===== config.mk =====
export PLATFORM = sky130hd
export DESIGN_NAME = audio_mem_ring_ctrl
export DESIGN_NICKNAME = d
export VERILOG_FILES = /design/src/rtl/audio_mem_pkg.sv /design/src/rtl/audio_mem_ring_ctrl_rr_arb2.sv /design/src/rtl/audio_mem_ring_ctrl.sv
export SDC_FILE = /design/constraint.sdc
export NUM_CORES = 1
export LEC_CHECK = 0
export ABC_AREA = 1
export CORE_UTILIZATION = 45
export DETAILED_ROUTE_END_ITERATION = 8
export PLACE_DENSITY = 0.75
export SLEW_MARGIN = 15
export SYNTH_ARGS = -nofsm -noshare
export SYNTH_HDL_FRONTEND = slang
export SYNTH_SLANG_ARGS = --single-unit

===== constraint.sdc =====
create_clock -name clk_clk -period 6.03 [get_ports clk_clk]
set_clock_uncertainty 0.2 [all_clocks]
set_input_delay 1.206 -clock clk_clk [delete_from_list [all_inputs] [get_ports clk_clk]]
set_output_delay 1.206 -clock clk_clk [all_outputs]
set_load 0.02 [all_outputs]

===== src/rtl/audio_mem_pkg.sv =====
// Shared constants and grant encoding for the audio sample ring controller.
package audio_mem_pkg;

  localparam int DEF_ADDR_W = 18;
  localparam int DEF_DATA_W = 16;
  localparam int DEF_DEPTH  = 262144;

  // One-hot so the arbiter result doubles as the pair of grant strobes.
  typedef enum logic [1:0] {
    GNT_NONE = 2'b00,
    GNT_WR   = 2'b01,
    GNT_RD   = 2'b10
  } grant_e;

endpackage


===== src/rtl/audio_mem_ring_ctrl_rr_arb2.sv =====
// Two-requester round-robin arbiter for the single memory port.
// The grant is combinational; only the last winner is remembered.
module rr_arb2
  import audio_mem_pkg::*;
(
  input  logic   clk,
  input  logic   rst_n,
  input  logic   req_wr,
  input  logic   req_rd,
  output grant_e gnt
);

  grant_e last_grant;

  // Lone requester always wins; under contention the side that lost last time wins.
  always_comb begin
    gnt = GNT_NONE;
    if (req_wr && req_rd) begin
      gnt = (last_grant == GNT_RD) ? GNT_WR : GNT_RD;
    end else if (req_wr) begin
      gnt = GNT_WR;
    end else if (req_rd) begin
      gnt = GNT_RD;
    end
  end

  // Remember the most recent winner; starting at RD hands the first contention to the writer.
  always_ff @(posedge clk or negedge rst_n) begin
    if (!rst_n) begin
      last_grant <= GNT_RD;
    end else if (gnt != GNT_NONE) begin
      last_grant <= gnt;
    end
  end

endmodule


===== src/rtl/audio_mem_ring_ctrl.sv =====
// Sample ring buffer over a single-port memory: the record path pushes,
// the playback path pops, one memory access per cycle.
module audio_mem_ring_ctrl
  import audio_mem_pkg::*;
#(
  parameter int ADDR_W = DEF_ADDR_W,
  parameter int DATA_W = DEF_DATA_W,
  parameter int DEPTH  = DEF_DEPTH,
  parameter int RD_LAT = 1
) (
  input  logic              clk_clk,
  input  logic              reset_reset_n,
  input  logic              clear,
  input  logic              wr_valid,
  input  logic [DATA_W-1:0] wr_data,
  output logic              wr_ready,
  input  logic              rd_req,
  output logic              rd_gnt,
  output logic              rd_valid,
  output logic [DATA_W-1:0] rd_data,
  output logic [ADDR_W:0]   count,
  output logic              full,
  output logic              empty,
  output logic              underrun,
  output logic              overrun,
  output logic [ADDR_W-1:0] mem_address,
  output logic              mem_chipselect,
  output logic              mem_write,
  output logic              mem_clken,
  output logic [1:0]        mem_byteenable,
  output logic [DATA_W-1:0] mem_writedata,
  input  logic [DATA_W-1:0] mem_readdata
);

  localparam logic [ADDR_W:0]   FULL_CNT  = (ADDR_W+1)'(DEPTH);
  localparam logic [ADDR_W:0]   CNT_ONE   = (ADDR_W+1)'(1);
  localparam logic [ADDR_W-1:0] LAST_ADDR = ADDR_W'(DEPTH - 1);
  localparam logic [ADDR_W-1:0] ADDR_ONE  = ADDR_W'(1);

  logic [ADDR_W-1:0] wr_ptr;
  logic [ADDR_W-1:0] rd_ptr;
  logic              wr_elig;
  logic              rd_elig;
  grant_e            gnt;
  logic [RD_LAT-1:0] rd_vld_p;
  logic [DATA_W-1:0] rd_hold;

  // Ring pointers wrap at DEPTH, which need not be a power of two.
  function automatic logic [ADDR_W-1:0] next_addr(input logic [ADDR_W-1:0] a);
    return (a == LAST_ADDR) ? '0 : a + ADDR_ONE;
  endfunction

  assign full  = (count == FULL_CNT);
  assign empty = (count == '0);

  // Clear suppresses both requesters so nothing is committed in the flush cycle.
  assign wr_elig = wr_valid & ~full  & ~clear;
  assign rd_elig = rd_req   & ~empty & ~clear;

  rr_arb2 u_arb (
    .clk    (clk_clk),
    .rst_n  (reset_reset_n),
    .req_wr (wr_elig),
    .req_rd (rd_elig),
    .gnt    (gnt)
  );

  assign wr_ready = (gnt == GNT_WR);
  assign rd_gnt   = (gnt == GNT_RD);

  assign mem_chipselect = wr_ready | rd_gnt;
  assign mem_write      = wr_ready;
  assign mem_address    = wr_ready ? wr_ptr : rd_ptr;
  assign mem_writedata  = wr_data;
  assign mem_clken      = 1'b1;
  assign mem_byteenable = 2'b11;

  // Pointers and fill level; at most one of the two grants is high per cycle.
  always_ff @(posedge clk_clk or negedge reset_reset_n) begin
    if (!reset_reset_n) begin
      wr_ptr <= '0;
      rd_ptr <= '0;
      count  <= '0;
    end else if (clear) begin
      wr_ptr <= '0;
      rd_ptr <= '0;
      count  <= '0;
    end else begin
      if (wr_ready) wr_ptr <= next_addr(wr_ptr);
      if (rd_gnt)   rd_ptr <= next_addr(rd_ptr);
      if (wr_ready) begin
        count <= count + CNT_ONE;
      end else if (rd_gnt) begin
        count <= count - CNT_ONE;
      end
    end
  end

  // Sticky error flags: a request that hit an empty or full ring.
  always_ff @(posedge clk_clk or negedge reset_reset_n) begin
    if (!reset_reset_n) begin
      underrun <= 1'b0;
      overrun  <= 1'b0;
    end else if (clear) begin
      underrun <= 1'b0;
      overrun  <= 1'b0;
    end else begin
      underrun <= underrun | (rd_req & empty);
      overrun  <= overrun  | (wr_valid & full);
    end
  end

  // Read-valid pipeline matches the memory latency; clear leaves in-flight reads alone.
  always_ff @(posedge clk_clk or negedge reset_reset_n) begin
    if (!reset_reset_n) begin
      rd_vld_p <= '0;
    end else begin
      rd_vld_p <= RD_LAT'({rd_vld_p, rd_gnt});
    end
  end

  assign rd_valid = rd_vld_p[RD_LAT-1];

  // Capture the returned word so rd_data stays stable between deliveries.
  always_ff @(posedge clk_clk or negedge reset_reset_n) begin
    if (!reset_reset_n) begin
      rd_hold <= '0;
    end else if (rd_valid) begin
      rd_hold <= mem_readdata;
    end
  end

  assign rd_data = rd_valid ? mem_readdata : rd_hold;

endmodule


==> results.json <==
{
  "dr.pass1.iters": 7,
  "grt_max_degree": 77,
  "design.core.area_mm2": 0.01156,
  "synth_top_cell_area_share": 0.3473,
  "portBuffers": 82,
  "cts.sinks": 76,
  "clockBufferDepth": 2,
  "violations": "DRC",
  "holdPathStages": 1,
  "yosysMostFrequentCell": "nand2_1",
  "vias": 4986,
  "worst_pin_slew_ps": 991.6,
  "avgSynthCellArea_um2": 7.579,
  "yosys.area.top_type": "dfrtp_1",
  "worstPathCellList": "clkdlybuf4s50_1 > inv_4 > nand2_1 > inv_1 > nand3_4 > nand2_8 > nand2_8 > inv_4 > clkdlybuf4s50_1",
  "synth.top_cells.by_count": "169 x nand2_1, 75 x dfrtp_1, 73 x nand3_1",
  "r2r_slack_ps": 2660,
  "multi_input_area_mm2": 0.002917,
  "hold_path_class": "flop to flop",
  "syn2layout_area_growth_pct": 19.17,
  "routabilityCongestion": 0.9266,
  "die_h_um": 111.6,
  "cp-end-kind": "output pin",
  "initial_core_util": 0.4673,
  "grt_setup_unrepaired": "false",
  "p_per_area_mw_per_mm2": 360.4,
  "ctsResizeCount": 0,
  "cts_tree": "done",
  "r2r_end": "count[16]",
  "reg2reg_depth": 16,
  "fin_crit_sh": 0.8211,
  "fin_nets": 828,
  "viasPerCell": 5.431,
  "ys_seq_elements": 76,
  "diodes": 0,
  "path_max_fanout": 59,
  "synth_edf_count": 0,
  "drv_cap": 0,
  "async_flop_share": 1.000,
  "crit_arrival_ps": 3550,
  "p_leak_nw": 2.894,
  "synth_area_leaders": "dfrtp_1 35%, nand2_1 12%, nand3_1 6.8%, inv_1 4.7%, ha_1 4.6%",
  "hold_viol_final": 0,
  "drive_gt1_frac": 0.08774,
  "cts-root-buf": "clkbuf_16",
  "grt_usage": 0.2328,
  "max_slew_margin": 0.3389,
  "fin_area_mm2": 0.006440,
  "yosysWarnings": 0,
  "grt_pass1_vias": 4830,
  "cp.buffers_inverters": 5,
  "final.setup.tns_ps": 0,
  "fin_hold_ws_ps": 295.1,
  "yosysUniqueCellTypes": 43,
  "placed_area_mm2": 0.006122,
  "syn-cell-area_mm2": 0.005404,
  "worstHoldStart": "rd_hold[5]",
  "synth_ff_type": "dfrtp_1",
  "setup_viol": 0,
  "clkTransAtPathRegs_ps": 60,
  "drtIter0Drc": 289,
  "postCtsHoldBufs": 0,
  "antenna_found_initial": 0,
  "seqCellArea_mm2": 0.001903,
  "status": "complete, but fails checks",
  "row_count": 39,
  "cts_setup_buffers": 0,
  "worstSetupPathType": "primary input to output pin",
  "grt_remaining_overflow": 0,
  "peakVddDrop_mv": 0.2522,
  "die_w_um": 111.6,
  "synthCells": 713,
  "die_area_mm2": 0.01245,
  "drt-total-wl_um": 13730,
  "worstPathRequired_ps": 4620,
  "cpPeakStageDelay_ps": 620,
  "startpoint_type": "primary input",
  "fmax_ghz": 0.2020,
  "nFillCells": 1107,
  "cpLargestDelayFamily": "buffers and inverters",
  "wl_per_cell_um": 14.96,
  "cts-buffers-inserted": 9,
  "drtAntennaViolNets": 0,
  "holdPathEnd": "rd_hold[5]",
  "drc": 10,
  "hpwl_um": 10100,
  "yosysSeqAreaShare": 0.3522,
  "crit_slowest_cell": "clkdlybuf4s50_1",
  "grt_pass1_wl_um": 23250,
  "p_total_w": 0.002321,
  "rr_startpoint": "count[4]",
  "io_pins": 118,
  "cts_htree_levels": 3,
  "slew_violations": 0,
  "clock_latency_ps": 340,
  "min_period_ps": 4951
}
[sequential cells by signal, indices dropped and copies added, names as in the netlist]
name,count
u_arb.last_grant,2
rd_valid,1
count,19
underrun,1
rd_hold,16
overrun,1
wr_ptr,18
rd_ptr,18
[power breakdown]
group | internal, W | total (W) | switching, W
Sequential | 0.000589 | 0.000674 | 0.0000854
Clock | 0.000362 | 0.000581 | 0.000218
Combinational | 0.000438 | 0.00107 | 0.000627
Total | 0.00139 | 0.00232 | 0.000931
[final cells by class]
| type | instances | area share |
|---|---|---|
| multi-input cells | 526 | 0.4529 |
| flip-flops and latches | 76 | 0.2955 |
| repair buffers | 83 | 0.1282 |
| inverters | 74 | 0.04624 |
| clock buffers | 10 | 0.03555 |
| well taps | 143 | 0.02778 |
| clock inverters | 6 | 0.01379 |
[logic make-up after synthesis]
| kind of cell | count (synthesis) | synth area share |
|---|---|---|
| xor+xnor | 27 | 0.04376 |
| buf+inv | 113 | 0.1095 |
| fa+ha+maj | 21 | 0.05001 |
| other cells | 1 | 0.0006939 |
| simple gates | 367 | 0.3158 |
| mux | 16 | 0.03334 |
| compound gates | 92 | 0.09470 |
| flops | 76 | 0.3522 |
[routing by layer]
layer | routed length (um) | part of all wire | up-vias | GRT usage
met5 | 0 | 0 | - | 0
met4 | 313 | 0.023 | 0 | 0.1027
met3 | 870 | 0.063 | 23 | 0.03865
met2 | 6460 | 0.47 | 173 | 0.3808
met1 | 6088 | 0.44 | 2340 | 0.3039
li1 | - | - | 2450 | -
[per-stage QoR]
step / utilization / std cells / worst slack [ps]
after CTS: 0.5569 / 918 / 1076
after detailed placement: 0.5294 / 902 / 1077
final: 0.5569 / 918 / 1079
after global routing: 0.5569 / 918 / 898.4
after floorplan: - / 715 / 2119
after global placement: 0.5294 / 902 / 1141
[worst max-delay path by stage]
stage                      end  depth (start not counted)  slack (ps)  start
6_report                rd_gnt                          9        1080  clear
5_1_grt        mem_address[10]                         10         900  clear
4_1_cts                 rd_gnt                          9        1080  clear
3_5_place_dp            rd_gnt                          9        1080  clear
3_3_place_gp            rd_gnt                          9        1140  clear
2_1_floorplan   mem_address[0]                          9        2120  clear
[cells in the final DEF, fill, tap and decap left out, types with 2 or more instances in the layout]
cell             instances
or2_2                    6
nand3b_1                 2
conb_1                   3
nor2_2                   4
o21bai_1                 5
o21ai_1                 34
and2_1                   2
nand2_8                  3
nand3_1                 73
clkinvlp_4               2
o21ai_2                  4
nand2_1                169
ha_1                    20
clkbuf_16                9
mux2_2                  16
bufinv_16                2
nand3_2                  3
a21oi_1                 16
inv_1                   67
clkdlybuf4s50_1         81
nor3_2                   2
nor2_1                  62
o21ai_0                 24
xor2_1                  21
a21o_1                   5
nand4_1                 23
nand2_4                  3
xnor2_1                  6
inv_4                    5
o31ai_1                  2
nor3_1                  12
dfrtp_1                 75
buf_4                    2
[worst reg2reg max path, cell delays in order, from the launching register on]
cell and delay, ps:
dfrtp_1 450, nor2_1 150, nand2_1 60, nor2_1 280, nand3_2 210, nand3_4 160
nand2_8 260, ha_1 500, nand2_1 90, o21bai_1 280, nand2_1 90, nand2_1 140
nand3_1 90, nand2_1 110, nand2_1 70, nand2_1 60, o21ai_1 60
Power figures use the tool's default switching activity.
